===== config.mk =====
export PLATFORM = sky130hd
export DESIGN_NAME = bbox_scanner
export DESIGN_NICKNAME = d
export VERILOG_FILES = /design/src/rtl/raster_pkg.sv /design/src/rtl/minmax3.sv /design/src/rtl/bbox_scanner.sv
export SDC_FILE = /design/constraint.sdc
export NUM_CORES = 1
export LEC_CHECK = 0
export ABC_AREA = 1
export CELL_PAD_IN_SITES_DETAIL_PLACEMENT = 0
export CELL_PAD_IN_SITES_GLOBAL_PLACEMENT = 1
export CORE_AREA = 2 2 131 164
export CTS_CLUSTER_SIZE = 25
export DETAILED_ROUTE_END_ITERATION = 6
export DIE_AREA = 0 0 133 166
export PLACE_DENSITY = 0.88
export SLEW_MARGIN = 20
export SYNTH_ARGS = -nofsm -noshare
export SYNTH_HDL_FRONTEND = slang
export SYNTH_SLANG_ARGS = --single-unit

===== constraint.sdc =====
create_clock -name clk -period 8.4 [get_ports clk]
set_input_delay 1.26 -clock clk [delete_from_list [all_inputs] [get_ports clk]]
set_output_delay 1.26 -clock clk [all_outputs]
set_load 0.01 [all_outputs]

===== src/rtl/raster_pkg.sv =====
// Shared constants and types for the rasterizer front end.
package raster_pkg;

   localparam int SCREEN_W = 640;
   localparam int SCREEN_H = 480;
   localparam int COORD_W  = 10;
   localparam int DEPTH_W  = 7;

   typedef logic [COORD_W-1:0] coord_t;
   typedef logic [DEPTH_W-1:0] depth_t;

   // Last addressable pixel on each axis, in coordinate width.
   localparam coord_t X_LAST = coord_t'(SCREEN_W - 1);
   localparam coord_t Y_LAST = coord_t'(SCREEN_H - 1);

   typedef enum logic [1:0] {
      IDLE  = 2'd0,
      SETUP = 2'd1,
      SCAN  = 2'd2,
      DONE  = 2'd3
   } scan_state_t;

   // Vertex data held for the whole scan of one triangle.
   typedef struct packed {
      coord_t ax;
      coord_t ay;
      coord_t bx;
      coord_t by;
      coord_t cx;
      coord_t cy;
      depth_t bz;
      depth_t cz;
   } tri_t;

endpackage


===== src/rtl/minmax3.sv =====
// Unsigned minimum and maximum of three values.
module minmax3 #(
   parameter int W = 10
) (
   input  logic [W-1:0] a_i,
   input  logic [W-1:0] b_i,
   input  logic [W-1:0] c_i,
   output logic [W-1:0] min_o,
   output logic [W-1:0] max_o
);

   logic [W-1:0] min_ab, max_ab;

   // Pairwise reduce a/b, then fold in c.
   always_comb begin
      min_ab = (a_i < b_i) ? a_i : b_i;
      max_ab = (a_i > b_i) ? a_i : b_i;
      min_o  = (c_i < min_ab) ? c_i : min_ab;
      max_o  = (c_i > max_ab) ? c_i : max_ab;
   end

endmodule


===== src/rtl/bbox_scanner.sv =====
// Bounding-box scanner: latches a triangle, clamps its bounding box to the
// screen and walks every pixel of the box in raster order.
module bbox_scanner
   import raster_pkg::*;
(
   input  logic   clk,
   input  logic   rst,
   input  logic   tri_valid,
   output logic   tri_ready,
   input  coord_t in_ax,
   input  coord_t in_ay,
   input  coord_t in_bx,
   input  coord_t in_by,
   input  coord_t in_cx,
   input  coord_t in_cy,
   input  depth_t in_bz,
   input  depth_t in_cz,
   output coord_t ax,
   output coord_t ay,
   output coord_t bx,
   output coord_t by,
   output coord_t cx,
   output coord_t cy,
   output depth_t bz,
   output depth_t cz,
   output coord_t x,
   output coord_t y,
   output logic   pix_valid,
   input  logic   pix_ready,
   output logic   pix_last,
   output logic   done
);

   scan_state_t state_q, state_d;
   tri_t        tri_q, tri_d;
   coord_t      minx_q, minx_d, maxx_q, maxx_d;
   coord_t      miny_q, miny_d, maxy_q, maxy_d;
   coord_t      x_q, x_d, y_q, y_d;
   logic        pv_q, pv_d;
   logic        done_q, done_d;

   coord_t      bb_minx, bb_maxx, bb_miny, bb_maxy;

   minmax3 #(.W(COORD_W)) u_mm_x (
      .a_i   (tri_q.ax),
      .b_i   (tri_q.bx),
      .c_i   (tri_q.cx),
      .min_o (bb_minx),
      .max_o (bb_maxx)
   );

   minmax3 #(.W(COORD_W)) u_mm_y (
      .a_i   (tri_q.ay),
      .b_i   (tri_q.by),
      .c_i   (tri_q.cy),
      .min_o (bb_miny),
      .max_o (bb_maxy)
   );

   // Next-state and datapath updates; everything holds unless a step fires.
   always_comb begin
      state_d = state_q;
      tri_d   = tri_q;
      minx_d  = minx_q;
      maxx_d  = maxx_q;
      miny_d  = miny_q;
      maxy_d  = maxy_q;
      x_d     = x_q;
      y_d     = y_q;
      pv_d    = pv_q;
      done_d  = 1'b0;
      unique case (state_q)
         IDLE: begin
            if (tri_valid) begin
               tri_d   = '{ax: in_ax, ay: in_ay, bx: in_bx, by: in_by,
                           cx: in_cx, cy: in_cy, bz: in_bz, cz: in_cz};
               state_d = SETUP;
            end
         end
         SETUP: begin
            minx_d = bb_minx;
            miny_d = bb_miny;
            maxx_d = (bb_maxx > X_LAST) ? X_LAST : bb_maxx;
            maxy_d = (bb_maxy > Y_LAST) ? Y_LAST : bb_maxy;
            // A box starting past the screen edge has nothing to scan.
            if (bb_minx > X_LAST || bb_miny > Y_LAST) begin
               done_d  = 1'b1;
               state_d = DONE;
            end else begin
               x_d     = bb_minx;
               y_d     = bb_miny;
               pv_d    = 1'b1;
               state_d = SCAN;
            end
         end
         SCAN: begin
            if (pix_ready) begin
               if (x_q != maxx_q) begin
                  x_d = x_q + coord_t'(1);
               end else begin
                  x_d = minx_q;
                  if (y_q != maxy_q) begin
                     y_d = y_q + coord_t'(1);
                  end else begin
                     pv_d    = 1'b0;
                     done_d  = 1'b1;
                     state_d = DONE;
                  end
               end
            end
         end
         DONE:    state_d = IDLE;
         default: state_d = IDLE;
      endcase
   end

   // State register.
   always_ff @(posedge clk or posedge rst) begin
      if (rst) state_q <= IDLE;
      else     state_q <= state_d;
   end

   // Datapath registers; reset drops any triangle in flight.
   always_ff @(posedge clk or posedge rst) begin
      if (rst) begin
         tri_q  <= '0;
         minx_q <= '0;
         maxx_q <= '0;
         miny_q <= '0;
         maxy_q <= '0;
         x_q    <= '0;
         y_q    <= '0;
         pv_q   <= 1'b0;
         done_q <= 1'b0;
      end else begin
         tri_q  <= tri_d;
         minx_q <= minx_d;
         maxx_q <= maxx_d;
         miny_q <= miny_d;
         maxy_q <= maxy_d;
         x_q    <= x_d;
         y_q    <= y_d;
         pv_q   <= pv_d;
         done_q <= done_d;
      end
   end

   assign tri_ready = (state_q == IDLE);
   assign pix_valid = pv_q;
   assign pix_last  = pv_q && (x_q == maxx_q) && (y_q == maxy_q);
   assign done      = done_q;
   assign x         = x_q;
   assign y         = y_q;
   assign ax        = tri_q.ax;
   assign ay        = tri_q.ay;
   assign bx        = tri_q.bx;
   assign by        = tri_q.by;
   assign cx        = tri_q.cx;
   assign cy        = tri_q.cy;
   assign bz        = tri_q.bz;
   assign cz        = tri_q.cz;

endmodule

==> results.json, run 1 <==
{
  "nets": 1292,
  "ant_nets": 0,
  "core-area_mm2": 0.0206,
  "hold_buffers": 0,
  "crit_slowest_cell": "o21ai_1",
  "cp.required_ns": 8.68,
  "wirelength_um": 21900,
  "cts_buffers": 17,
  "synthesis.area_mm2": 0.00808,
  "finalCriticalPeriod_ns": 4.42,
  "setup_tns_ns": 0,
  "grt_pass1_wl_um": 35800,
  "async_flop_share_pct": 100,
  "start_util_pct": 39.3,
  "hold-worst-slack_ns": 0.479,
  "dieWidth_um": 133,
  "layout_common_cells": "nand2_1, clkdlybuf4s50_1, dfrtp_1, inv_1, o21ai_0",
  "synth_cells": 990,
  "cpMostUsedCell": "nand2_1",
  "grt_pass1_vias": 7021,
  "crit_chain": "inv_1, ha_1, nand2_1, inv_1, nand2_1, nand2_1, nand2_1, nand3_2, o21ai_1, buf_4, o21ai_0, ha_1, nand4_1, nor3_1, o21ai_0, o2111ai_1, nand2_1, o21ai_0, nand2_1, a21oi_4, a22oi_1",
  "setup.worst_path.end_class": "flop",
  "finalHoldViolCount": 0,
  "synth.avg_cell_area_um2": 8.17,
  "max_freq_mhz": 226,
  "hold_depth": 2,
  "boundaryPins": 176,
  "netlist_top_cells_area": "dfrtp_1, ha_1, nand2_1",
  "synth_cell_type_count": 49,
  "outcome": "complete, no violations",
  "hp-start": "minx_q[9]",
  "via_count": 7175,
  "die_y_um": 166,
  "place.detailed.hpwl_um": 16500,
  "rsz0062_at_grt": "false",
  "cp-start-kind": "flop",
  "cp_max_fo": 20,
  "grt.total_usage_pct": 20.2,
  "firstDrtPassIters": 6,
  "synth_top_area_share_pct": 39.6,
  "cts_tree": "built",
  "cts_sinks": 128,
  "slew_headroom_pct": 36.7,
  "cpPeakStageDelay_ns": 0.45,
  "clock-root-buffer": "clkbuf_16",
  "htree_levels": 4,
  "criticalPathCategory": "reg -> reg",
  "syn-num-nets": 1131,
  "r2r-start": "bx[5]",
  "min_to": "minx_q[9]",
  "synthFlopType": "dfrtp_1",
  "antenna_cells": 0,
  "final_common_cell": "nand2_1",
  "critical_path.top_delay_family": "compound AO/OA/AOI/OAI gates",
  "fin_worst_skew_ns": 0.0116,
  "io_buffers": 175,
  "rr_worst_depth": 21,
  "clkSlewWorstSetupHoldPaths_ns": 0.06,
  "setup_viol": 0,
  "synth-edff-count": 0,
  "die_area_mm2": 0.0221,
  "final_max_slew_viol_count": 0,
  "ff2ff_setup_slack_ns": 3.98,
  "yosysSeqAreaShare_pct": 39.6,
  "fillCellCount": 1944,
  "gp_congestion": 0.847,
  "post_drt_wl_per_cell_um": 15.2,
  "cts_setup_buffers": 0,
  "synth_seq_cells": 128,
  "cts_resized": 0,
  "drc": 0,
  "rows": 59,
  "drive_gt1_share_pct": 10.7,
  "r2r_end": "maxx_q[4]",
  "period_share_pct": 52.6,
  "path_buf_inv": 3,
  "min_path_type": "reg -> reg",
  "antenna_found_initial": 0,
  "maxCapViolations": 0,
  "routed_via_density": 4.99,
  "cts_buffer_depth": 2,
  "area_delta_synth_final_pct": 32.2,
  "yosysWarnings": 0,
  "seqCellArea_mm2": 0.00320,
  "multi_input_area_mm2": 0.00429,
  "gr-total-overflow": 0,
  "worst_slew_pin_slew_ns": 0.949,
  "cp.arrival_ns": 4.70,
  "first_iter_violations": 490,
  "synth_top_area_cell": "dfrtp_1",
  "clk_latency_ns": 0.43,
  "grt_max_degree": 75
}
[metrics by stage]
| stage | area (um^2) | setup slack (ns) | utilization (%) | std cells |
|---|---|---|---|---|
| finish | 10700 | 3.98 | 51.9 | 1438 |
| global route | 10700 | 3.45 | 51.9 | 1438 |
| CTS | 10700 | 4.01 | 51.9 | 1438 |
| detailed placement | 10000 | 4.04 | 48.8 | 1406 |
| global placement | 10000 | 4.10 | 48.8 | 1406 |
| floorplan | 8080 | 3.73 | - | 990 |
[worst max-delay path by stage]
| stage | from | to | slack, ns | cells after the start |
|---|---|---|---|---|
| 6_report | bx[5] | maxx_q[4] | 3.98 | 21 |
| 5_1_grt | bx[8] | maxx_q[5] | 3.45 | 19 |
| 3_3_place_gp | bx[8] | maxx_q[1] | 4.10 | 19 |
| 4_1_cts | x[0] | pix_last | 4.01 | 9 |
| 3_5_place_dp | bx[8] | maxx_q[1] | 4.04 | 19 |
| 2_1_floorplan | rst | ax[0] | 3.73 | 1 |
[registers in the layout (all words and copies together) (netlist names), 10 cells and up]
name	cells
ax	10
ay	10
bx	10
by	10
cx	10
cy	10
maxx_q	10
maxy_q	10
minx_q	10
x	10
y	10
[layer usage]
layer | wire [um] | vias up | track usage, %
met3 | 1130 | 24 | 4.64
met5 | 0 | - | 0
met4 | 375 | 0 | 6.45
li1 | - | 3647 | -
met1 | 10100 | 3330 | 26.6
met2 | 10300 | 174 | 32.8
[cell type report]
cell class	instances	share of cell area, %
well taps	274	3.21
repair buffers	181	16.8
clock inverters	9	1.44
clock buffers	23	4.57
inverters	108	3.82
flip-flops and latches	128	30.0
multi-input cells	715	40.2
[cells in the mapped netlist, types with 2 or more instances]
master    instances
buf_1             3
a211oi_1          2
o22ai_1           7
ha_1             63
nand4_1          20
o21ai_0          82
nor2_2            2
o211ai_1          5
dfrtp_1         128
nand3_2           5
nand2_1         203
buf_6             3
nor2_4            2
a21oi_2           2
nor2_1           79
o21ai_2          13
a21oi_1          70
a31oi_1           3
inv_1           106
mux2_2           38
clkbuf_1         25
nand2_2          17
nand2_4           2
o21a_1           10
o221a_2           2
a22oi_1           5
o21ai_1          13
nand3b_1          2
nor3_1            8
nand3_1          28
xor2_1            8
xnor2_1           7
nor4_1            5
buf_4             4
buf_2             4
[cells by family after synthesis]
logic type,after synthesis,share of synthesized area (%)
xor+xnor,15,1.63
fa+ha+maj,63,9.75
flops,128,39.6
mux,38,5.29
buf+inv,147,7.35
simple gates,375,20.3
compound gates,224,16.1
[worst reg2reg max path, stage by stage, from the launching register on]
cell       delay (ns)
dfrtp_1          0.38
inv_1            0.15
ha_1             0.27
nand2_1          0.09
inv_1            0.04
nand2_1          0.05
nand2_1          0.05
nand2_1          0.10
nand3_2          0.27
o21ai_1          0.45
buf_4            0.27
o21ai_0          0.12
ha_1             0.32
nand4_1          0.12
nor3_1           0.18
o21ai_0          0.12
o2111ai_1        0.10
nand2_1          0.33
o21ai_0          0.38
nand2_1          0.15
a21oi_4          0.25
a22oi_1          0.10
Power of run 1 is left out: the tool's default activity adds up to more than one toggle a clock period on the data nets, which glitch-free logic cannot reach.
==> run 2: changes to the inputs <==
--- a/config.mk
+++ b/config.mk
@@ -8,11 +8,11 @@
 export ABC_AREA = 1
 export CELL_PAD_IN_SITES_DETAIL_PLACEMENT = 0
 export CELL_PAD_IN_SITES_GLOBAL_PLACEMENT = 1
-export CORE_AREA = 2 2 131 164
+export CORE_AREA = 2 2 141 178
 export CTS_CLUSTER_SIZE = 25
 export DETAILED_ROUTE_END_ITERATION = 6
-export DIE_AREA = 0 0 133 166
-export PLACE_DENSITY = 0.88
+export DIE_AREA = 0 0 143 180
+export PLACE_DENSITY = 0.8
 export SLEW_MARGIN = 20
 export SYNTH_ARGS = -nofsm -noshare
 export SYNTH_HDL_FRONTEND = slang
==> constraint.sdc (replaced) <==
create_clock -name clk -period 3.57 [get_ports clk]
set_input_delay 0.5355 -clock clk [delete_from_list [all_inputs] [get_ports clk]]
set_output_delay 0.5355 -clock clk [all_outputs]
set_load 0.01 [all_outputs]
==> run 2 against run 1 <==
  * Critical path depth increased by 1
  * Via count is 7.1% higher
  * Final cell count rose by 12%
  * Non-clock buffer count rose by 110
  * Register-to-register slack worse by 3.9 ns
  * Global-route usage decreased by 2.1 points
  * Clock skew decreased by 0.0014 ns
  * Sequential share of layout area shrank 4.1 points
  * Highest routed layer unchanged
==> results.json, run 2 (synthesized netlist as in run 1, its figures left out) <==
{
  "min_path_type": "reg -> reg",
  "htree_levels": 4,
  "cts_buffer_depth": 2,
  "cp.required_ns": 3.88,
  "die_area_mm2": 0.0257,
  "path_buf_inv": 3,
  "final_max_slew_viol_count": 0,
  "drc": 0,
  "final_common_cell": "clkdlybuf4s50_1",
  "nets": 1404,
  "post_drt_wl_per_cell_um": 15.1,
  "worst_slew_pin_slew_ns": 0.892,
  "wirelength_um": 24200,
  "dieWidth_um": 143,
  "slew_headroom_pct": 40.4,
  "fin_worst_skew_ns": 0.0102,
  "cp_max_fo": 7,
  "area_delta_synth_final_pct": 53.3,
  "hold_buffers": 0,
  "antenna_found_initial": 0,
  "clkSlewWorstSetupHoldPaths_ns": 0.06,
  "rsz0062_at_grt": "true",
  "routed_via_density": 4.79,
  "cpPeakStageDelay_ns": 0.38,
  "boundaryPins": 176,
  "cts_buffers": 17,
  "crit_slowest_cell": "dfrtp_1",
  "maxCapViolations": 0,
  "grt.total_usage_pct": 18.0,
  "die_y_um": 180,
  "max_freq_mhz": 288,
  "setup_viol": 0,
  "place.detailed.hpwl_um": 17600,
  "antenna_cells": 0,
  "grt_pass1_vias": 7363,
  "gr-total-overflow": 0,
  "rows": 64,
  "finalCriticalPeriod_ns": 3.47,
  "outcome": "complete, no violations",
  "clk_latency_ns": 0.43,
  "finalHoldViolCount": 0,
  "gp_congestion": 0.869,
  "grt_pass1_wl_um": 37500,
  "period_share_pct": 97.2,
  "clock-root-buffer": "clkbuf_16",
  "grt_max_degree": 68,
  "cp.arrival_ns": 3.78,
  "criticalPathCategory": "reg -> reg",
  "fillCellCount": 2227,
  "cts_sinks": 128,
  "layout_common_cells": "clkdlybuf4s50_1, nand2_1, dfrtp_1, buf_4, inv_1",
  "first_iter_violations": 401,
  "final_util_pct": 51.4,
  "via_count": 7685,
  "cp-start-kind": "flop",
  "critical_path.top_delay_family": "compound AO/OA/AOI/OAI gates",
  "core-area_mm2": 0.0241,
  "io_buffers": 175,
  "setup.worst_path.end_class": "flop",
  "crit_chain": "inv_2, ha_4, nand2_1, nand2_2, a21oi_4, nand3_4, buf_6, o21ai_1, ha_1, a21oi_1, o21a_1, o221a_4, nand2_4, nand2_2, nand2_2, nor2_1, nand2_1, nand3_2, nand2_4, nand2_4, clkbuf_16, o21ai_2",
  "cts_tree": "built",
  "firstDrtPassIters": 5,
  "start_util_pct": 33.5,
  "ant_nets": 0,
  "drive_gt1_share_pct": 27.4
}
run 2: cell types whose count changed in the layout (fill, tap and decap cells not counted), sizes merged:
cell / before / now
clkbuf: 23 / 20
buf: 6 / 115
nand2: 222 / 224
clkinv: 4 / 8
run 2: layout make-up:
cell class / instances / area, um^2 / area share [%]
clock buffer: 19 / 443 / 3.57
clock inverter: 13 / 186 / 1.50
inverter: 108 / 409 / 3.30
multi-input combinational: 717 / 5010 / 40.4
sequential: 128 / 3200 / 25.8
tap: 330 / 413 / 3.33
timing repair buffer: 291 / 2730 / 22.0
run 2: final timing paths:
check                           from         to  slack (ns)  cells after the start
setup / recovery               by[7]       x[7]         0.1                     22
hold / removal             minx_q[0]  minx_q[0]        0.48                      2
setup reg to reg               by[7]       x[7]         0.1                     22
hold reg to reg            minx_q[0]  minx_q[0]        0.48                      2
max in group asynchronous        rst  maxy_q[0]        2.09                      3
min in group asynchronous        rst      bx[2]        0.63                      2
run 2: worst min-delay path, delay by kind of cell, from the launching register on:
| family | cells | cell delay [ns] |
|---|---|---|
| and+or+nand+nor | 2 | 0.10 |
| DFF | 1 | 0.34 |
run 2: metrics by stage:
step	hold WS, ns	cells	cell area (um^2)	TNS, ns	setup slack, ns
global route	0.511	1606	12400	-2.35	-0.104
detailed placement	0.468	1529	10700	-1.71	-0.127
global placement	0.465	1529	10700	-0.576	-0.100
CTS	0.484	1561	11300	0	0.00249
floorplan	0.449	990	8090	0	0.0200
finish	0.481	1606	12400	0	0.0994
run 2: layer usage:
metal  vias up  part of all wire, %  global-route usage (%)
met5         -                    0                       0
met4         0                  1.5                    5.62
met3        26                  4.9                    3.86
met2       157                   50                    29.8
met1      3618                   44                    23.4
li1       3884                    -                       -
run 2: timing repair:
item	in CTS	in global routing
endpoints found under the setup margin	29	45
cloned	0	4
resized for setup	6	175
pin swaps	1	64
setup buffers	0	41
Power of run 2 is left out for the same reason.
